==> src/rtl/bshift_pkg.sv <==
// Shared types and widths for the bshift_arb round-robin rotate sequencer.
package bshift_pkg;

  localparam int DATA_W = 8;
  localparam int AMT_W  = 3;
  localparam int ID_W   = 2;

  typedef enum logic {
    IDLE = 1'b0,
    FULL = 1'b1
  } bsa_state_t;

  typedef struct packed {
    logic            found;
    logic [ID_W-1:0] idx;
  } grant_t;

endpackage

==> src/rtl/rot8_core.sv <==
// Combinational 8-bit rotator: dir=0 rotates right, dir=1 rotates left.
module rot8_core
  import bshift_pkg::*;
(
  input  logic [DATA_W-1:0] din,
  input  logic [AMT_W-1:0]  amt,
  input  logic              dir,
  output logic [DATA_W-1:0] dout
);

  // NOTE: every always_comb output gets a default first so no path can infer a latch.
  always_comb begin
    dout = '0;
    // Index arithmetic is 3 bits wide, so the wrap modulo 8 falls out for free.
    for (int i = 0; i < DATA_W; i++) begin
      if (dir) dout[i] = din[3'(i) - amt];
      else     dout[i] = din[3'(i) + amt];
    end
  end

endmodule

==> src/rtl/bshift_arb.sv <==
// Round-robin arbiter sharing one rot8_core between N_REQ requesters, with a
// registered valid/ready response. Define BSHIFT_ARB_DIR_EN to add per-request rotate-left.
module bshift_arb
  import bshift_pkg::*;
#(
  parameter int N_REQ = 2
) (
  input  logic                    clk,
  input  logic                    rst,
  input  logic [N_REQ-1:0]        req_valid,
  output logic [N_REQ-1:0]        req_ready,
  input  logic [DATA_W*N_REQ-1:0] req_data,
  input  logic [AMT_W*N_REQ-1:0]  req_amt,
`ifdef BSHIFT_ARB_DIR_EN
  input  logic [N_REQ-1:0]        req_dir,
`endif
  output logic                    rsp_valid,
  input  logic                    rsp_ready,
  output logic [DATA_W-1:0]       rsp_data,
  output logic [ID_W-1:0]         rsp_id
);

  bsa_state_t        state_q, state_d;
  logic [DATA_W-1:0] rsp_data_q, rsp_data_d;
  logic [ID_W-1:0]   rsp_id_q, rsp_id_d;
  logic [ID_W-1:0]   ptr_q, ptr_d;

  grant_t            grant;
  logic              can_acc;
  logic              xfer;
  logic [DATA_W-1:0] win_data;
  logic [AMT_W-1:0]  win_amt;
  logic              win_dir;
  logic [DATA_W-1:0] rot_out;

  // First valid requester at or after ptr, wrapping modulo N_REQ. Scanning
  // downward in offset lets the closest candidate overwrite farther ones.
  function automatic grant_t rr_pick(input logic [N_REQ-1:0] valid,
                                     input logic [ID_W-1:0]  ptr);
    grant_t g;
    int     k;
    g = '{found: 1'b0, idx: '0};
    for (int i = N_REQ - 1; i >= 0; i--) begin
      k = (int'(ptr) + i) % N_REQ;
      if (valid[k]) begin
        g.found = 1'b1;
        g.idx   = ID_W'(k);
      end
    end
    return g;
  endfunction

  always_comb begin
    grant    = rr_pick(req_valid, ptr_q);
    can_acc  = (state_q == IDLE) || rsp_ready;
    xfer     = can_acc && grant.found;
    req_ready = '0;
    win_data = '0;
    win_amt  = '0;
    win_dir  = 1'b0;
    for (int k = 0; k < N_REQ; k++) begin
      // Grant is gated by rst so clients see no accept while reset is held.
      req_ready[k] = xfer && !rst && (grant.idx == ID_W'(k));
      if (grant.idx == ID_W'(k)) begin
        win_data = req_data[DATA_W*k +: DATA_W];
        win_amt  = req_amt[AMT_W*k +: AMT_W];
`ifdef BSHIFT_ARB_DIR_EN
        win_dir  = req_dir[k];
`endif
      end
    end
  end

  rot8_core u_rot (
    .din  (win_data),
    .amt  (win_amt),
    .dir  (win_dir),
    .dout (rot_out)
  );

  always_comb begin
    state_d    = state_q;
    rsp_data_d = rsp_data_q;
    rsp_id_d   = rsp_id_q;
    ptr_d      = ptr_q;
    if (xfer) begin
      // A load in FULL retires the old result on the same edge.
      state_d    = FULL;
      rsp_data_d = rot_out;
      rsp_id_d   = grant.idx;
      ptr_d      = (grant.idx == ID_W'(N_REQ - 1)) ? '0 : grant.idx + 1'b1;
    end else if (state_q == FULL && rsp_ready) begin
      state_d = IDLE;
    end
  end

  // NOTE: sequential state uses non-blocking assignments so all flops update together.
  always_ff @(posedge clk or posedge rst) begin
    if (rst) begin
      state_q    <= IDLE;
      rsp_data_q <= '0;
      rsp_id_q   <= '0;
      ptr_q      <= '0;
    end else begin
      state_q    <= state_d;
      rsp_data_q <= rsp_data_d;
      rsp_id_q   <= rsp_id_d;
      ptr_q      <= ptr_d;
    end
  end

  assign rsp_valid = (state_q == FULL);
  assign rsp_data  = rsp_data_q;
  assign rsp_id    = rsp_id_q;

endmodule

==> config.mk <==
export PLATFORM = sky130hd
export DESIGN_NAME = bshift_arb
export DESIGN_NICKNAME = d
export VERILOG_FILES = /design/src/rtl/bshift_pkg.sv /design/src/rtl/rot8_core.sv /design/src/rtl/bshift_arb.sv
export SDC_FILE = /design/constraint.sdc
export NUM_CORES = 1
export LEC_CHECK = 0
export ABC_CLOCK_PERIOD_IN_PS = 6500
export CAP_MARGIN = 20
export CORE_UTILIZATION = 51
export DETAILED_ROUTE_END_ITERATION = 12
export GPL_TIMING_DRIVEN = 0
export PLACE_DENSITY = 0.9
export RECOVER_POWER = 50
export SKIP_CTS_REPAIR_TIMING = 1
export SLEW_MARGIN = 10
export SYNTH_ARGS = -nofsm -noshare
export SYNTH_HDL_FRONTEND = slang
export SYNTH_HIERARCHICAL = 1
export SYNTH_SLANG_ARGS = --single-unit
==> constraint.sdc <==
create_clock -name clk -period 6.5 [get_ports clk]
set_input_delay 1.3 -clock clk [delete_from_list [all_inputs] [get_ports clk]]
set_output_delay 1.3 -clock clk [all_outputs]
set_load 0.02 [all_outputs]
==> impl_metrics.ini <==
[logic_synthesis]
synth_top_area_cell = mux2_4
netlist_top_cells_area = mux2_4 24%, dfrtp_1 20%, mux2_2 9.0%
synthXorXnorAreaFrac = 0.0191
synth-simple-area-share = 0.0764
yosys_warnings = 6
synth_fa_ha_area_frac = 0.0182
synth-compound-area-share = 0.0855
synth_cell_type_count = 35
synth_area_um2 = 1380
synth.top_cell.area_share = 0.240
synth_cells = 116
ys_ff_latch = 11
seq_area_frac_synth = 0.200
synth_top_family_by_area = multiplexers
synthMuxAreaShare = 0.545
synth.avg_cell_area_um2 = 11.9

[global_route]
antenna_found_initial = 0
track_usage = 0.212
grt-ovfl-total = 0
grt_max_degree = 12
first_global_vias = 1043
grt_pass1_wl_um = 4450

[clock_tree]
cts_max_level = 1
cts_buffer_depth = 2
cts_root_buf = clkbuf_4
path_clk_slew_ps = 70
cts.sinks = 11
cts_tree = built
clk_latency_ps = 260
numCtsBuffers = 3

[placed_design]
dpl-instance-area_um2 = 1820
dpl.hpwl_um = 2240
dp.cells = 191
place_ws_ps = 2070
port_buffers = 38
place.gp.congestion = 0.825

[timing]
period_share = 0.653
worstMarginPinSlew_ps = 614
fin_hold_ws_ps = 495
hold_viol = 0
setup_violations = 0
relSlewSlack = 0.588
fin_crit_ps = 4250
rsz0062_at_grt = no
setup_tns_ps = 0
setup_slack_ps = 2250
fin_skew_ps = 1.04
max_clock_freq_ghz = 0.236
maxSlewViolCount = 0

[die]
die-area_um2 = 2910
initial_utilization = 0.545
coreArea_um2 = 2520
io_pins = 40
die_w_um = 53.9
die_y_um = 53.9
num_rows = 18

[run_status]
outcome = complete, no violations

[final_layout]
final_common_cell = clkdlybuf4s50_1
n_antenna_cell = 0
fin_cells = 195
design_area_um2 = 1850
layout_common_cells = 33 x clkdlybuf4s50_1, 22 x mux2_4, 11 x dfrtp_1, 11 x mux2_2, 10 x nand2_1
seqCellArea_um2 = 275
fillers = 177
fin_util = 0.732
syn2layout_area_growth_pct = 34.2
multi_input_area_um2 = 1050
fin_nets = 195
drive_above_1_share = 0.309

[critical_path]
worstPathArrival_ps = 4400
critPathMaxFanout = 10
end_kind = register
startpoint_type = input pin
critPathKind = input pin to register
crit_required_ps = 6650

[route]
first_pass_iters = 4
wirelength_um = 2690
vias_per_cell = 5.47
wl_per_cell_um = 13.8
drc = 0
initialDrtViolationCount = 14
vias = 1067
drtAntennaViolNets = 0

[pwr]
power.leakage_nw = 0.838
vdd_drop_max_v = 0.000193
finalPower_uw = 410
p_per_area_nw_per_um2 = 222

[min_path]
hold_class = register to register

[run]
cap_violations = 0
## final timing paths
kind / start / endpoint / slack (ps) / cells after the start
min reg2reg: ptr_q[0] / ptr_q[0] / 490 / 1
max in group asynchronous: rst / rsp_data[4] / 4710 / 2
max reg2reg: ptr_q[0] / rsp_data[7] / 3380 / 11
min: ptr_q[0] / ptr_q[0] / 490 / 1
max: req_valid[1] / rsp_data[7] / 2250 / 11
min in group asynchronous: rst / ptr_q[0] / 1510 / 2
## cell type report
| type | count | area share |
|---|---|---|
| multi-input cells | 102 | 0.571 |
| well taps | 30 | 0.0203 |
| flip-flops and latches | 11 | 0.149 |
| inverters | 4 | 0.00814 |
| plain buffers | 6 | 0.0312 |
| repair buffers | 38 | 0.206 |
| clock buffers | 4 | 0.0142 |
## cell usage after synthesis
cell type	instances
nand2b_2	1
o21bai_1	1
ha_1	2
mux2_2	11
xor2_1	1
nand2_2	1
o211a_1	1
a211oi_1	1
clkinv_1	1
a21boi_0	1
mux2i_1	7
a21oi_1	3
conb_1	1
buf_6	4
mux4_1	3
mux4_2	5
inv_1	3
mux2_4	22
xnor2_1	2
buf_2	1
a221o_1	2
a22oi_1	1
o21a_1	1
nand3_1	1
nor3_1	1
nor2_1	6
o21ai_1	5
nand2b_1	1
dfrtp_1	11
a21bo_1	1
mux2_1	1
buf_4	1
nand2b_4	1
nand2_1	10
mux2i_4	1
## layer usage
layer | vias to the layer above | part of all wire | GRT usage
met3 | 4 | 0.056 | 0.0198
met5 | - | 0 | 0
met1 | 491 | 0.41 | 0.236
met4 | 0 | 0.013 | 0.0877
met2 | 44 | 0.52 | 0.401
li1 | 528 | - | -
## critical path: stages
cell	delay [ps]
dlygate4sd3_1	650
nand2_2	90
buf_6	160
mux2_4	260
clkinv_1	220
ha_1	270
xnor2_1	500
mux2_2	410
a21oi_1	150
a22oi_1	110
mux2_4	260
## sequential cells by signal (all words and copies together), names as in the netlist
signal	count
rsp_data	8
rsp_id	1
rsp_valid	1
ptr_q	1
## power breakdown
part / switching (mW) / leakage [nW] / internal [mW]
Combinational: 0.111 / 0.694 / 0.151
Clock: 0.0220 / 0.0150 / 0.0238
Sequential: 0.0131 / 0.129 / 0.0888
## logic make-up after synthesis
group,after synthesis
adders and majority gates,2
xor gates and xnor gates,3
AOI/OAI and AO/OA,17
muxes,50
DFF,11
and+or+nand+nor,22
other,1
buffers and inverters,10
Note: power is estimated with default switching activity, not from simulation.
